File: src/rtl/i2c_slave_responder.sv
// rtl/i2c_slave_responder.sv - I2C target with address match, register pointer and byte memory.
// Optional SCL clock stretching after every ACK/NACK slot when I2C_SLV_STRETCH_EN is defined.
module i2c_slave_responder #(
    parameter logic [6:0] SLAVE_ADDR     = 7'h51,
    parameter int         MEM_DEPTH      = 16,
    parameter int         SYNC_STAGES    = 2,
    parameter int         STRETCH_CYCLES = 8
) (
    input  logic       CLK_I,
    input  logic       RESET,
    input  logic       SCL_PAD_I,
    input  logic       SDA_PAD_I,
    output logic       SCL_PAD_O,
    output logic       SCL_PADOEN_O,
    output logic       SDA_PAD_O,
    output logic       SDA_PADOEN_O,
    output logic       BUSY_O,
    output logic       WR_STB_O,
    output logic [7:0] WR_ADDR_O,
    output logic [7:0] WR_DATA_O
);

    localparam int PW = (MEM_DEPTH > 1) ? $clog2(MEM_DEPTH) : 1;

    localparam logic [3:0] S_IDLE     = 4'd0;
    localparam logic [3:0] S_ADDR     = 4'd1;
    localparam logic [3:0] S_ADDR_ACK = 4'd2;
    localparam logic [3:0] S_PTR      = 4'd3;
    localparam logic [3:0] S_PTR_ACK  = 4'd4;
    localparam logic [3:0] S_WR_DATA  = 4'd5;
    localparam logic [3:0] S_WR_ACK   = 4'd6;
    localparam logic [3:0] S_RD_DATA  = 4'd7;
    localparam logic [3:0] S_RD_ACK   = 4'd8;
    localparam logic [3:0] S_WAIT     = 4'd9;

    logic [SYNC_STAGES-1:0] scl_sync;
    logic [SYNC_STAGES-1:0] sda_sync;
    logic                   scl_s;
    logic                   sda_s;
    logic                   scl_prev;
    logic                   sda_prev;
    logic                   scl_rise;
    logic                   scl_fall;
    logic                   start_det;
    logic                   stop_det;

    logic [3:0]    state;
    logic [2:0]    bit_cnt;
    logic          got_byte;
    logic          rd_mode;
    logic          mst_ack;
    logic [7:0]    rx_sh;
    logic [7:0]    tx_sh;
    logic [7:0]    rx_byte;
    logic [7:0]    rd_byte;
    logic [PW-1:0] ptr;
    logic [PW-1:0] ptr_inc;
    logic [7:0]    mem [MEM_DEPTH];
    logic          sda_oen;
    logic          busy;
    logic          wr_stb;
    logic [7:0]    wr_addr;
    logic [7:0]    wr_data;

    always_ff @(posedge CLK_I) begin
        if (RESET) begin
            scl_sync <= '1;
            sda_sync <= '1;
            scl_prev <= 1'b1;
            sda_prev <= 1'b1;
        end else begin
            scl_sync <= {scl_sync[SYNC_STAGES-2:0], SCL_PAD_I};
            sda_sync <= {sda_sync[SYNC_STAGES-2:0], SDA_PAD_I};
            scl_prev <= scl_s;
            sda_prev <= sda_s;
        end
    end

    assign scl_s     = scl_sync[SYNC_STAGES-1];
    assign sda_s     = sda_sync[SYNC_STAGES-1];
    assign scl_rise  = scl_s & ~scl_prev;
    assign scl_fall  = ~scl_s & scl_prev;
    assign start_det = scl_s & scl_prev & sda_prev & ~sda_s;
    assign stop_det  = scl_s & scl_prev & ~sda_prev & sda_s;

    // Byte being completed on this rise, and the byte the read path serves next.
    assign rx_byte = {rx_sh[6:0], sda_s};
    assign rd_byte = mem[ptr];
    assign ptr_inc = ptr + 1'b1;

    always_ff @(posedge CLK_I) begin
        if (RESET) begin
            state    <= S_IDLE;
            bit_cnt  <= 3'd0;
            got_byte <= 1'b0;
            rd_mode  <= 1'b0;
            mst_ack  <= 1'b0;
            rx_sh    <= 8'h00;
            tx_sh    <= 8'h00;
            ptr      <= '0;
            sda_oen  <= 1'b1;
            busy     <= 1'b0;
            wr_stb   <= 1'b0;
            wr_addr  <= 8'h00;
            wr_data  <= 8'h00;
            for (int i = 0; i < MEM_DEPTH; i++) begin
                mem[i] <= 8'h00;
            end
        end else begin
            wr_stb <= 1'b0;
            if (start_det) begin
                state    <= S_ADDR;
                bit_cnt  <= 3'd0;
                got_byte <= 1'b0;
                sda_oen  <= 1'b1;
                busy     <= 1'b1;
            end else if (stop_det) begin
                state    <= S_IDLE;
                bit_cnt  <= 3'd0;
                got_byte <= 1'b0;
                sda_oen  <= 1'b1;
                busy     <= 1'b0;
            end else begin
                case (state)
                    S_ADDR, S_PTR, S_WR_DATA: begin
                        if (scl_rise && !got_byte) begin
                            rx_sh   <= rx_byte;
                            bit_cnt <= bit_cnt + 3'd1;
                            if (bit_cnt == 3'd7) begin
                                got_byte <= 1'b1;
                                if (state == S_PTR) begin
                                    ptr <= rx_byte[PW-1:0];
                                end
                                if (state == S_WR_DATA) begin
                                    mem[ptr] <= rx_byte;
                                    wr_stb   <= 1'b1;
                                    wr_addr  <= 8'(ptr);
                                    wr_data  <= rx_byte;
                                    ptr      <= ptr_inc;
                                end
                            end
                        end else if (scl_fall && got_byte) begin
                            got_byte <= 1'b0;
                            bit_cnt  <= 3'd0;
                            if (state == S_ADDR) begin
                                if (rx_sh[7:1] == SLAVE_ADDR) begin
                                    state   <= S_ADDR_ACK;
                                    sda_oen <= 1'b0;
                                    rd_mode <= rx_sh[0];
                                end else begin
                                    state <= S_WAIT;
                                end
                            end else if (state == S_PTR) begin
                                state   <= S_PTR_ACK;
                                sda_oen <= 1'b0;
                            end else begin
                                state   <= S_WR_ACK;
                                sda_oen <= 1'b0;
                            end
                        end
                    end
                    S_ADDR_ACK: begin
                        if (scl_fall) begin
                            if (rd_mode) begin
                                state   <= S_RD_DATA;
                                tx_sh   <= rd_byte;
                                sda_oen <= rd_byte[7];
                            end else begin
                                state   <= S_PTR;
                                sda_oen <= 1'b1;
                            end
                        end
                    end
                    S_PTR_ACK, S_WR_ACK: begin
                        if (scl_fall) begin
                            state   <= S_WR_DATA;
                            sda_oen <= 1'b1;
                        end
                    end
                    S_RD_DATA: begin
                        if (scl_rise && !got_byte) begin
                            bit_cnt <= bit_cnt + 3'd1;
                            if (bit_cnt == 3'd7) begin
                                got_byte <= 1'b1;
                            end
                        end else if (scl_fall) begin
                            if (got_byte) begin
                                state    <= S_RD_ACK;
                                got_byte <= 1'b0;
                                bit_cnt  <= 3'd0;
                                sda_oen  <= 1'b1;
                                ptr      <= ptr_inc;
                            end else begin
                                tx_sh   <= {tx_sh[6:0], 1'b0};
                                sda_oen <= tx_sh[6];
                            end
                        end
                    end
                    S_RD_ACK: begin
                        if (scl_rise) begin
                            mst_ack <= ~sda_s;
                        end else if (scl_fall) begin
                            if (mst_ack) begin
                                state   <= S_RD_DATA;
                                tx_sh   <= rd_byte;
                                sda_oen <= rd_byte[7];
                            end else begin
                                state   <= S_WAIT;
                                sda_oen <= 1'b1;
                            end
                        end
                    end
                    S_IDLE, S_WAIT: begin
                        sda_oen <= 1'b1;
                    end
                    default: begin
                        state   <= S_IDLE;
                        sda_oen <= 1'b1;
                    end
                endcase
            end
        end
    end

`ifdef I2C_SLV_STRETCH_EN
    localparam int CW = $clog2(STRETCH_CYCLES + 1);

    logic          ack_fall;
    logic          scl_oen;
    logic [CW-1:0] st_cnt;

    // Falling SCL that closes any ACK/NACK slot, slave- or master-driven.
    assign ack_fall = scl_fall && !start_det && !stop_det &&
                      (state == S_ADDR_ACK || state == S_PTR_ACK ||
                       state == S_WR_ACK   || state == S_RD_ACK);

    always_ff @(posedge CLK_I) begin
        if (RESET) begin
            scl_oen <= 1'b1;
            st_cnt  <= '0;
        end else if (ack_fall) begin
            scl_oen <= 1'b0;
            st_cnt  <= CW'(STRETCH_CYCLES - 1);
        end else if (!scl_oen) begin
            if (st_cnt == '0) begin
                scl_oen <= 1'b1;
            end else begin
                st_cnt <= st_cnt - 1'b1;
            end
        end
    end

    assign SCL_PADOEN_O = scl_oen;
`else
    assign SCL_PADOEN_O = 1'b1;
`endif

    assign SCL_PAD_O    = 1'b0;
    assign SDA_PAD_O    = 1'b0;
    assign SDA_PADOEN_O = sda_oen;
    assign BUSY_O       = busy;
    assign WR_STB_O     = wr_stb;
    assign WR_ADDR_O    = wr_addr;
    assign WR_DATA_O    = wr_data;

endmodule

File: config.mk
export PLATFORM = sky130hd
export DESIGN_NAME = i2c_slave_responder
export DESIGN_NICKNAME = d
export VERILOG_FILES = /design/src/rtl/i2c_slave_responder.sv
export SDC_FILE = /design/constraint.sdc
export NUM_CORES = 1
export LEC_CHECK = 0
export BUFFER_PORTS_ARGS = -buffer_cell sky130_fd_sc_hd__buf_2
export CAP_MARGIN = 20
export CORE_AREA = 8 8 168 233
export CTS_BUF_LIST = sky130_fd_sc_hd__clkbuf_4
export DETAILED_ROUTE_END_ITERATION = 10
export DIE_AREA = 0 0 176 241
export GPL_ROUTABILITY_DRIVEN = 0
export PLACE_DENSITY = 0.47
export SLEW_MARGIN = 10
export SYNTH_ARGS = -nofsm -noshare
export SYNTH_HDL_FRONTEND = slang
export SYNTH_SLANG_ARGS = --single-unit
File: constraint.sdc
create_clock -name CLK_I -period 3.8 [get_ports CLK_I]
set_input_delay 0.38 -clock CLK_I [delete_from_list [all_inputs] [get_ports CLK_I]]
set_output_delay 0.38 -clock CLK_I [all_outputs]
set_load 0.01 [all_outputs]
After elaboration in Yosys (flattened, before gate mapping)

Memories as Yosys holds them, arrays and structs flattened. A register that Yosys moved wholly into a read port is not among the register bits.
Cells that the tools add are included.
W data, S select, Z words.

Flip-flop bits (word level): 50
Memory bits (writable): 128
Input bits: 4
Output and inout bits: 22
Logic and storage cells: 176
Memories: 1

Add/subtract/negate cells: 2
Equality and inequality tests: 40
Multiplexer cells: 77
Bitwise logic cells: 15
Reductions and logical operators: 23

Memory list:

| memory | depth | bits a word | rd ports | clocked after memory_dff | write ports | RTL line | RTL |
|---|---|---|---|---|---|---|---|
| mem    | 16    | 8           | 1        | 1                        | 16          | 58       | `logic [7:0] mem [MEM_DEPTH];` |

Operator list:

| kind                 | count |
|---|---|
| $mux W4              | 22 |
| $mux W7              | 8 |
| $ne A4 B4 Y1 const B | 9 |
| $mux W1              | 33 |
| $ne A2 B2 Y1 const B | 14 |
| $pmux W4 S6          | 1 |
| $pmux W7 S3          | 1 |
| $reduce_and A10 Y1   | 2 |
| $mux W3              | 6 |
| $ne A3 B3 Y1 const B | 6 |
| $reduce_and A9 Y1    | 2 |
| $eq A4 B3 Y1 const B | 4 |
| $reduce_and A4 Y1    | 3 |
| $reduce_and A11 Y1   | 1 |
| $eq A4 B2 Y1 const B | 2 |
| $eq A4 B4 Y1 const B | 2 |
| $mux W8              | 1 |
| $not A1 Y1           | 8 |
| $pmux W4 S2          | 1 |
| $reduce_or A8 Y1     | 1 |
| $and A1 B1 Y1        | 7 |
| $eq A7 B7 Y1 const B | 1 |
| $reduce_and A7 Y1    | 1 |
| $pmux W3 S2          | 1 |
| other kinds (16)     | 20 |

Depth between registers and ports, before layout

Gate-level depths: netlist of run 1.

Depth in word-level cells: 11
Gate-level depth with buffers: 9
Mapped depth without buffers: 7

Worst setup path after synthesis of run 1

Ideal clock, no wire load.

Path type: register to register
Start: register bit_cnt[0]
End: memory mem[0][0] (enable)
Library setup time: 0.329 ns
Arrival time: 1.921 ns
Slack: 1.549 ns
Cell stages (with the launch flop): 9
Clock period less this slack: 2.251 ns
Path through: dfxtp_1 > ha_1 > ha_1 > and4bb_1 > nand3b_1 > or2_1 > buf_6 > nor4_4 > or2_1

RTL lines:

| what                   | RTL line | RTL |
|---|---|---|
| start, declared        | 48       | `logic [2:0] bit_cnt;` |
| start signal, assigned | 128      | `bit_cnt <= bit_cnt + 3'd1;` |
| start signal, assigned | 182      | `bit_cnt <= bit_cnt + 3'd1;` |
| end, declared          | 58       |  |

==> results of run 1 <==
==> area by class of cell <==
| type | instances | area [µm²] |
|---|---|---|
| clock inverter | 14 | 198 |
| antenna | 1 | 2.50 |
| multi-input combinational | 495 | 3540 |
| timing repair buffer | 37 | 250 |
| clock buffer | 18 | 135 |
| sequential | 182 | 4930 |
| tap | 462 | 578 |
| inverter | 4 | 15.0 |
| fill | 3701 | 26000 |
==> where the power goes <==
group,total [W],switching [W],internal [W]
Clock,0.00126,0.000717,0.000540
Combinational,0.000118,0.0000832,0.0000353
Sequential,0.00219,0.0000253,0.00217
==> registers in the layout, summed over array words and instances, names as in the netlist, 3 cells and up, named ones only <==
name and cells:
WR_ADDR_O 4, tx_sh 7, bit_cnt 3, ptr 4, WR_DATA_O 8, mem 128, rx_sh 8, state 4
==> synth_stat cells, types with 5 or more instances <==
cell type	count	area, µm²
buf_4	11	82.6
nand2_1	41	154
a22oi_1	27	203
a32oi_1	6	52.6
a31oi_1	12	75.1
nor3b_1	6	45.0
nor3_1	6	30.0
edfxtp_1	128	3840
buf_2	14	70.1
and2_1	131	820
nor2_1	27	101
nand2b_1	11	68.8
a311oi_1	5	43.8
ha_1	6	75.1
dfxtp_1	54	1080
nor3_4	12	195
or2_1	17	106
nor2b_1	9	56.3
mux4_2	6	135
a21oi_1	28	140
clkbuf_1	31	116
nand3_1	12	60.1
o21ai_0	12	60.1
or2_2	9	56.3
mux2i_1	64	641
==> worst register-to-register path, delay by kind of cell (launching register included) <==
kind          cells  cell delay (ns)
fa+ha+maj         2             0.31
buf+inv           1             0.27
flops             1             0.38
simple gates      5             1.62
==> layer usage <==
layer  part of all wire  vias to the layer above  GRT usage
met2               0.56                      107      0.220
met4              0.025                        0     0.0479
met5                  0                        -          0
met1               0.39                     2695      0.118
met3              0.032                       27     0.0257
li1                   -                     2647          -
==> worst max path at each step <==
| stage | from | endpoint | slack, ns | depth (start not counted) |
|---|---|---|---|---|
| 6_report | bit_cnt[0] | mem[1][3] | 0.92 | 8 |
| 5_1_grt | bit_cnt[0] | mem[1][3] | 0.70 | 8 |
| 4_1_cts | bit_cnt[0] | mem[1][3] | 0.87 | 8 |
| 3_5_place_dp | bit_cnt[0] | mem[1][5] | 0.90 | 8 |
| 3_3_place_gp | bit_cnt[0] | mem[0][1] | 0.99 | 8 |
| 2_1_floorplan | bit_cnt[0] | mem[0][0] | 1.55 | 8 |
==> cell families (layout without fill, tap and decap cells) <==
kind of cell / after synthesis / after routing / share of synthesized area
flip-flops: 182 / 182 / 0.563
multiplexers: 70 / 70 / 0.0887
adder cells (fa/ha/maj): 6 / 6 / 0.00858
buffers and inverters: 64 / 73 / 0.0350
AO/OA/AOI/OAI: 112 / 112 / 0.0868
XOR/XNOR: 1 / 1 / 0.00100
AND/OR/NAND/NOR: 299 / 299 / 0.216
other: 2 / 8 / 0.000858
==> through the flow <==
stage | total power [W] | hold slack [ns] | area (µm²)
floorplan | 0.00231 | 0.389 | 8770
detailed placement | 0.00236 | 0.398 | 9290
global route | 0.00370 | 0.252 | 9640
CTS | 0.00361 | 0.222 | 9640
finish | 0.00357 | 0.259 | 9640
global placement | 0.00236 | 0.394 | 9290
==> impl_metrics.ini, run 1 <==
[status]
status = completed

[clock_network]
clkTransAtPathRegs_ns = 0.16
clock-sinks = 182
post-cts-setup-buffers = 0
ctsHoldBuffers = 2
tritoncts = done
insertion_delay_ns = 0.64
cts_buffers = 17
cts_resized = 0
cts_htree_levels = 4
cts_buffer_depth = 2
root_buffer = clkbuf_4

[floorplan]
die_y_um = 241
initial_core_util = 0.246
fp.dieW_um = 176
num_rows = 82
core_um2 = 35600
die-area_um2 = 42400
ios = 26

[global_routing]
grt-ovfl-total = 0
grt_max_degree = 56
grtUsageTotal = 0.115
first_global_vias = 5680
grt_pass1_wl_mm = 35.6
antenna_found_initial = 1

[logic_synthesis]
synth_warnings = 0
seq_area_frac_synth = 0.563
ys_seq_elements = 182
syn_inst = 736
synth_edf_count = 128
ys.flop_type = edfxtp_1
synth_cell_type_count = 55
syn_area_um2 = 8750
synthArstFlopShare = 0
avgSynthCellArea_um2 = 11.9

[drt]
drc = 0
routed_via_density = 4.51
avgRoutedWirePerCell_um = 19.4
drt-total-wl_mm = 23.6
drt_pass1_iterations = 5
dr.first_iter.drc_count = 424
route.vias.total = 5476
drt.antenna.violating_nets = 0

[hold_path]
min_path_cells = 3
min_to = state[0]
hold_path.class = in2reg
worstHoldStart = RESET

[critical_path]
reg2reg_from = bit_cnt[0]
critPathTopFamily = simple AND/OR/NAND/NOR gates
critPathRequiredTime_ns = 4.12
reg2reg_setup_slack_ns = 0.92
r2r-end = mem[1][3]
cpPeakStageDelay_ns = 0.52
critical_path_arrival_ns = 3.20
reg2reg_depth = 8
crit_path_frequent_cell = ha_1
crit_path_start_kind = register
critPathBufInv = 1
path_cells = ha_1 -> ha_1 -> and4bb_1 -> nand3b_1 -> or2_2 -> buf_12 -> nor4_4 -> or2_1
path_max_fanout = 20
cpMaxStageDelayCell = or2_2
setup.worst_path.class = reg2reg
worstSetupEndpointType = register

[timing]
slew_violations = 0
fmax_mhz = 347
tns_ns = 0
setup_viol = 0
timing.final.ws_setup_ns = 0.916
worst_pin_slew_ns = 1.02
min_period_ns = 2.88
fin_crit_sh = 0.759
rsz0062_at_grt = false
maxSlewHeadroom = 0.318
clock_skew_ns = 0.0220
hold_viol = 0

[cells_and_area]
final_common_cell = and2_1
area.growth.synth_to_final_pct = 10.2
final_core_util = 0.271
drive_gt1_frac = 0.136
nets = 747
instances_no_fill = 1213
final_cell_mix = and2_1 (131), edfxtp_1 (128), mux2i_1 (64)

[placement]
post-dp-hpwl_mm = 16.5
io_buffers = 18
pre_cts_slack_ns = 0.904
dp.cells = 1178

[run]
drv_cap = 0

[power_and_ir_drop]
power_density_nw_per_um2 = 370
peakVddDrop_mv = 0.189
p_leak_nw = 3.35
(Power assumes the default switching activity.)
==> run 2: changes to the inputs <==
--- a/config.mk
+++ b/config.mk
@@ -12,7 +12,7 @@
 export DETAILED_ROUTE_END_ITERATION = 10
 export DIE_AREA = 0 0 176 241
 export GPL_ROUTABILITY_DRIVEN = 0
-export PLACE_DENSITY = 0.47
+export PLACE_DENSITY = 0.49
 export SLEW_MARGIN = 10
 export SYNTH_ARGS = -nofsm -noshare
 export SYNTH_HDL_FRONTEND = slang
==> constraint.sdc (replaced) <==
create_clock -name CLK_I -period 2.5 [get_ports CLK_I]
set_input_delay 0.25 -clock CLK_I [delete_from_list [all_inputs] [get_ports CLK_I]]
set_output_delay 0.25 -clock CLK_I [all_outputs]
set_load 0.01 [all_outputs]
==> impl_metrics.ini, run 2 (same netlist as run 1, synthesis figures left out) <==
[critical_path]
reg2reg_from = bit_cnt[0]
setup.worst_path.class = reg2reg
critPathRequiredTime_ns = 2.80
critical_path_arrival_ns = 2.64
crit_path_start_kind = register
cpMaxStageDelayCell = dfxtp_1
reg2reg_depth = 8
critPathBufInv = 1
r2r-end = mem[7][5]
endpoint = mem[7][5]
path_max_fanout = 12
path_cells = ha_1 -> ha_1 -> and4bb_1 -> nand3b_1 -> or2_4 -> buf_12 -> nor3_4 -> or2_1
worstSetupEndpointType = register
cpPeakStageDelay_ns = 0.39
path_depth = 8
crit_path_start = bit_cnt[0]
critPathTopFamily = simple AND/OR/NAND/NOR gates
crit_path_frequent_cell = ha_1
reg2reg_setup_slack_ns = 0.15

[global_routing]
grtUsageTotal = 0.110
grt-ovfl-total = 0
grt_pass1_wl_mm = 34.4
grt_max_degree = 56
first_global_vias = 5755
antenna_found_initial = 1

[cells_and_area]
drive_gt1_frac = 0.196
area.growth.synth_to_final_pct = 14.1
largest_register_ffs = 128
regMostFlops = mem
instances_no_fill = 1255
final_cell_mix = and2_1 (131), edfxtp_1 (128), mux2i_1 (64)
final_common_cell = and2_1
n_fill_cell = 3647
nets = 789

[timing]
maxSlewHeadroom = 0.542
min_period_ns = 2.35
hold-worst-slack_ns = 0.378
worst_pin_slew_ns = 0.688
rsz0062_at_grt = false
timing.final.ws_setup_ns = 0.153
slew_violations = 0
fin_crit_sh = 0.939
clock_skew_ns = 0.0324
hold_viol = 0
setup_viol = 0
tns_ns = 0
fmax_mhz = 426

[drt]
route.vias.total = 5602
top_layer = met4
routed_via_density = 4.46
wl_met2_mm = 12.8
drt-total-wl_mm = 22.7
drt.antenna.violating_nets = 0
avgRoutedWirePerCell_um = 18.1
drt_pass1_iterations = 5
wl_met1_mm = 8.79
met3_length_um = 634
drc = 0
dr.first_iter.drc_count = 335

[power_and_ir_drop]
power_density_nw_per_um2 = 525
p_leak_nw = 3.57
peakVddDrop_mv = 0.216
totalPowerFinal_w = 0.00524

[floorplan]
initial_core_util = 0.246
core_um2 = 35600
num_rows = 82
die_y_um = 241
ios = 26
fp.dieW_um = 176
die-area_um2 = 42400

[clock_network]
cts_buffers = 17
root_buffer = clkbuf_4
cts_htree_levels = 4
cts_buffer_depth = 2
insertion_delay_ns = 0.63
clock-sinks = 182
clkTransAtPathRegs_ns = 0.17
tritoncts = done
post-cts-setup-buffers = 0

[placement]
post-dp-hpwl_mm = 16.2
pre_cts_slack_ns = 0.0168
dp.cells = 1219
io_buffers = 18

[status]
status = completed

[hold_path]
hold_path.class = in2reg

[run]
drv_cap = 0
==> run 2: cell types whose count changed in the layout (fill, tap and decap cells not counted), sizes merged <==
cell / before / now
bufinv: 4 / 3
inv: 9 / 7
clkinv: 5 / 8
clkinvlp: 0 / 1
clkbuf: 18 / 17
dlygate4sd3: 2 / 3
buf: 35 / 76
==> run 2: what timing repair did <==
item,in CTS,in global routing
endpoints found under the hold margin,3,0
hold buffers,3,0
endpoints found under the setup margin,8,124
pin swaps,0,0
gates resized for setup,1,12
cloned,0,0
==> run 2: area by class of cell <==
type	count	area [µm²]	area share
multi-input combinational	495	3570	0.357
clock buffer	17	128	0.0128
clock inverter	15	161	0.0162
tap	462	578	0.0579
inverter	4	15.0	0.00150
antenna	1	2.50	0.000251
timing repair buffer	79	606	0.0606
sequential	182	4930	0.493
==> run 2: worst register-to-register path, cell delays in order, from the launching register on <==
cell and delay, ns:
dfxtp_1 0.39, ha_1 0.17, ha_1 0.15, and4bb_1 0.21, nand3b_1 0.12, or2_4 0.28
buf_12 0.17, nor3_4 0.19, or2_1 0.32
==> run 2: stage by stage <==
| stage | instance area [µm²] | util |
|---|---|---|
| 3_3_place_gp | 9630 | 0.271 |
| 3_5_place_dp | 9630 | 0.271 |
| 4_1_cts | 9950 | 0.280 |
| 6_report | 9990 | 0.281 |
| 2_1_floorplan | 8770 | - |
| 5_1_grt | 9990 | 0.281 |
==> run 2: layer usage <==
| layer | GRT usage | vias up |
|---|---|---|
| li1 | - | 2730 |
| met1 | 0.111 | 2743 |
| met2 | 0.215 | 105 |
| met3 | 0.0202 | 24 |
| met4 | 0.0443 | 0 |
| met5 | 0 | - |
==> run 2: worst min-delay path by stage <==
stage / from / to / slack [ns] / depth (start not counted)
global placement: sda_sync[0] / sda_sync[1] / 0.41 / 1
CTS: SDA_PAD_I / sda_sync[0] / 0.32 / 3
global route: SDA_PAD_I / sda_sync[0] / 0.32 / 3
finish: SDA_PAD_I / sda_sync[0] / 0.38 / 3
floorplan: SCL_PAD_I / scl_sync[0] / 0.35 / 1
detailed placement: sda_sync[0] / sda_sync[1] / 0.41 / 1
==> run 2: power by group <==
| part | switching [W] | leakage, nW | internal, W | total, W |
|---|---|---|---|---|
| registers | 0.0000313 | 1.76 | 0.00329 | 0.00332 |
| clock network | 0.00103 | 0.163 | 0.000682 | 0.00171 |
| logic | 0.000134 | 1.65 | 0.0000760 | 0.000210 |
==> run 3: changes to the inputs <==
--- a/config.mk
+++ b/config.mk
@@ -7,12 +7,13 @@
 export LEC_CHECK = 0
 export BUFFER_PORTS_ARGS = -buffer_cell sky130_fd_sc_hd__buf_2
 export CAP_MARGIN = 20
-export CORE_AREA = 8 8 168 233
+export CORE_AREA = 8 8 274 144
 export CTS_BUF_LIST = sky130_fd_sc_hd__clkbuf_4
 export DETAILED_ROUTE_END_ITERATION = 10
-export DIE_AREA = 0 0 176 241
+export DIE_AREA = 0 0 282 152
 export GPL_ROUTABILITY_DRIVEN = 0
 export PLACE_DENSITY = 0.49
+export SETUP_SLACK_MARGIN = 0.2
 export SLEW_MARGIN = 10
 export SYNTH_ARGS = -nofsm -noshare
 export SYNTH_HDL_FRONTEND = slang
==> constraint.sdc (replaced) <==
create_clock -name CLK_I -period 2 [get_ports CLK_I]
set_input_delay 0.2 -clock CLK_I [delete_from_list [all_inputs] [get_ports CLK_I]]
set_output_delay 0.2 -clock CLK_I [all_outputs]
set_load 0.01 [all_outputs]
==> impl_metrics.ini, run 3 (same netlist as run 1, synthesis figures left out) <==
[status]
status = complete, but fails checks
failed_checks = negative setup slack

[timing]
hold_viol = 0
fmax_mhz = 469
rsz0062_at_grt = true
min_period_ns = 2.13
timing.final.ws_setup_ns = -0.131
slew_violations = 0
clock_skew_ns = 0.0349
fin_crit_sh = 1.07
setup_viol = 179

[floorplan]
core_um2 = 35400
die-area_um2 = 42900
die_y_um = 152
num_rows = 49
fp.dieW_um = 282
initial_core_util = 0.247
ios = 26

[critical_path]
cpMaxStageDelayCell = dfxtp_2
worstSetupEndpointType = register
critPathRequiredTime_ns = 2.30
path_max_fanout = 10
critPathBufInv = 1
critical_path_arrival_ns = 2.44
setup.worst_path.class = reg2reg
reg2reg_setup_slack_ns = -0.13
cpPeakStageDelay_ns = 0.39
crit_path_start_kind = register
critPathTopFamily = simple AND/OR/NAND/NOR gates
path_cells = ha_4 -> ha_4 -> and4bb_1 -> nand3b_1 -> or2_4 -> buf_12 -> nor4_4 -> or2_4

[run]
drv_cap = 0

[hold_path]
hold_path.class = in2reg

[global_routing]
grt_pass1_wl_mm = 37.1
first_global_vias = 5544
grt_max_degree = 30
grt-ovfl-total = 0
grtUsageTotal = 0.116
antenna_found_initial = 0

[placement]
pre_cts_slack_ns = -0.122
io_buffers = 18
post-dp-hpwl_mm = 18.2
dp.cells = 1266

[clock_network]
clkTransAtPathRegs_ns = 0.18
cts_buffers = 17
cts_buffer_depth = 2
clock-sinks = 182
tritoncts = done
root_buffer = clkbuf_4
insertion_delay_ns = 0.61
cts_htree_levels = 4

[drt]
dr.first_iter.drc_count = 574
routed_via_density = 4.55
drt_pass1_iterations = 5
drt-total-wl_mm = 25.6
drt.antenna.violating_nets = 0
avgRoutedWirePerCell_um = 19.4
route.vias.total = 6004
drc = 0

[cells_and_area]
area.growth.synth_to_final_pct = 22.9
largest_register_ffs = 128
final_common_cell = edfxtp_1
regMostFlops = mem
drive_gt1_frac = 0.322
nets = 830
final_cell_mix = edfxtp_1 (128), and2_1 (115), buf_4 (69)
instances_no_fill = 1319
final_core_util = 0.304
n_fill_cell = 3649

[power_and_ir_drop]
power_density_nw_per_um2 = 606
peakVddDrop_mv = 0.308
totalPowerFinal_w = 0.00652
p_leak_nw = 3.93
[run 3: cell count changes in the layout (fill, tap and decap cells not counted), sizes merged]
cell,delta
clkinvlp,-1
clkinv,-5
diode,+1
inv,+9
bufinv,-3
clkbuf,+1
buf,+40
[run 3: cell type report]
class	count	area, µm²	share of cell area
antenna	2	5.00	0.000465
clock buffer	17	128	0.0119
clock inverter	15	135	0.0126
inverter	4	15.0	0.00140
multi-input combinational	495	3860	0.359
sequential	182	4940	0.459
tap	484	606	0.0563
timing repair buffer	120	1060	0.0989
[run 3: worst paths after layout]
path	depth (start not counted)	startpoint	endpoint
min	3	SCL_PAD_I	scl_sync[0]
max reg2reg	8	bit_cnt[1]	mem[3][0]
max	8	bit_cnt[1]	mem[3][0]
min reg2reg	1	scl_sync[0]	scl_sync[1]
[run 3: power by group]
part           switching [W]  internal [W]  leakage, nW
registers          0.0000476       0.00411         1.76
logic               0.000189      0.000110         2.02
clock network        0.00150      0.000559        0.154
total                0.00174       0.00478         3.93
[run 3: per-layer routing]
layer | wire length [µm] | track usage
met5 | 0 | 0
met4 | 151 | 0.0210
met3 | 1970 | 0.0313
met2 | 8690 | 0.126
met1 | 14800 | 0.207
[run 3: worst register-to-register path: stages, from the launching register on]
cell and delay (ns):
dfxtp_2 0.39, ha_4 0.14, ha_4 0.11, and4bb_1 0.22, nand3b_1 0.12, or2_4 0.28, buf_12 0.17, nor4_4 0.17
or2_4 0.22
[run 3: per-stage QoR]
stage / area, µm² / setup TNS (ns) / hold WS [ns]
6_report: 10800 / -13.59 / 0.297
5_1_grt: 10700 / -40.87 / 0.259
4_1_cts: 10300 / -13.58 / 0.242
3_5_place_dp: 9960 / -7.95 / 0.384
3_3_place_gp: 9960 / -4.14 / 0.383
2_1_floorplan: 8850 / -2.12 / 0.304
[run 3: what timing repair did]
item / CTS / global route
gates cloned: 1 / 2
hold endpoints to repair: 3 / 0
pin swaps: 10 / 20
setup endpoints to repair: 282 / 294
resized for setup: 19 / 84
setup buffers: 1 / 12
hold buffers: 3 / 0
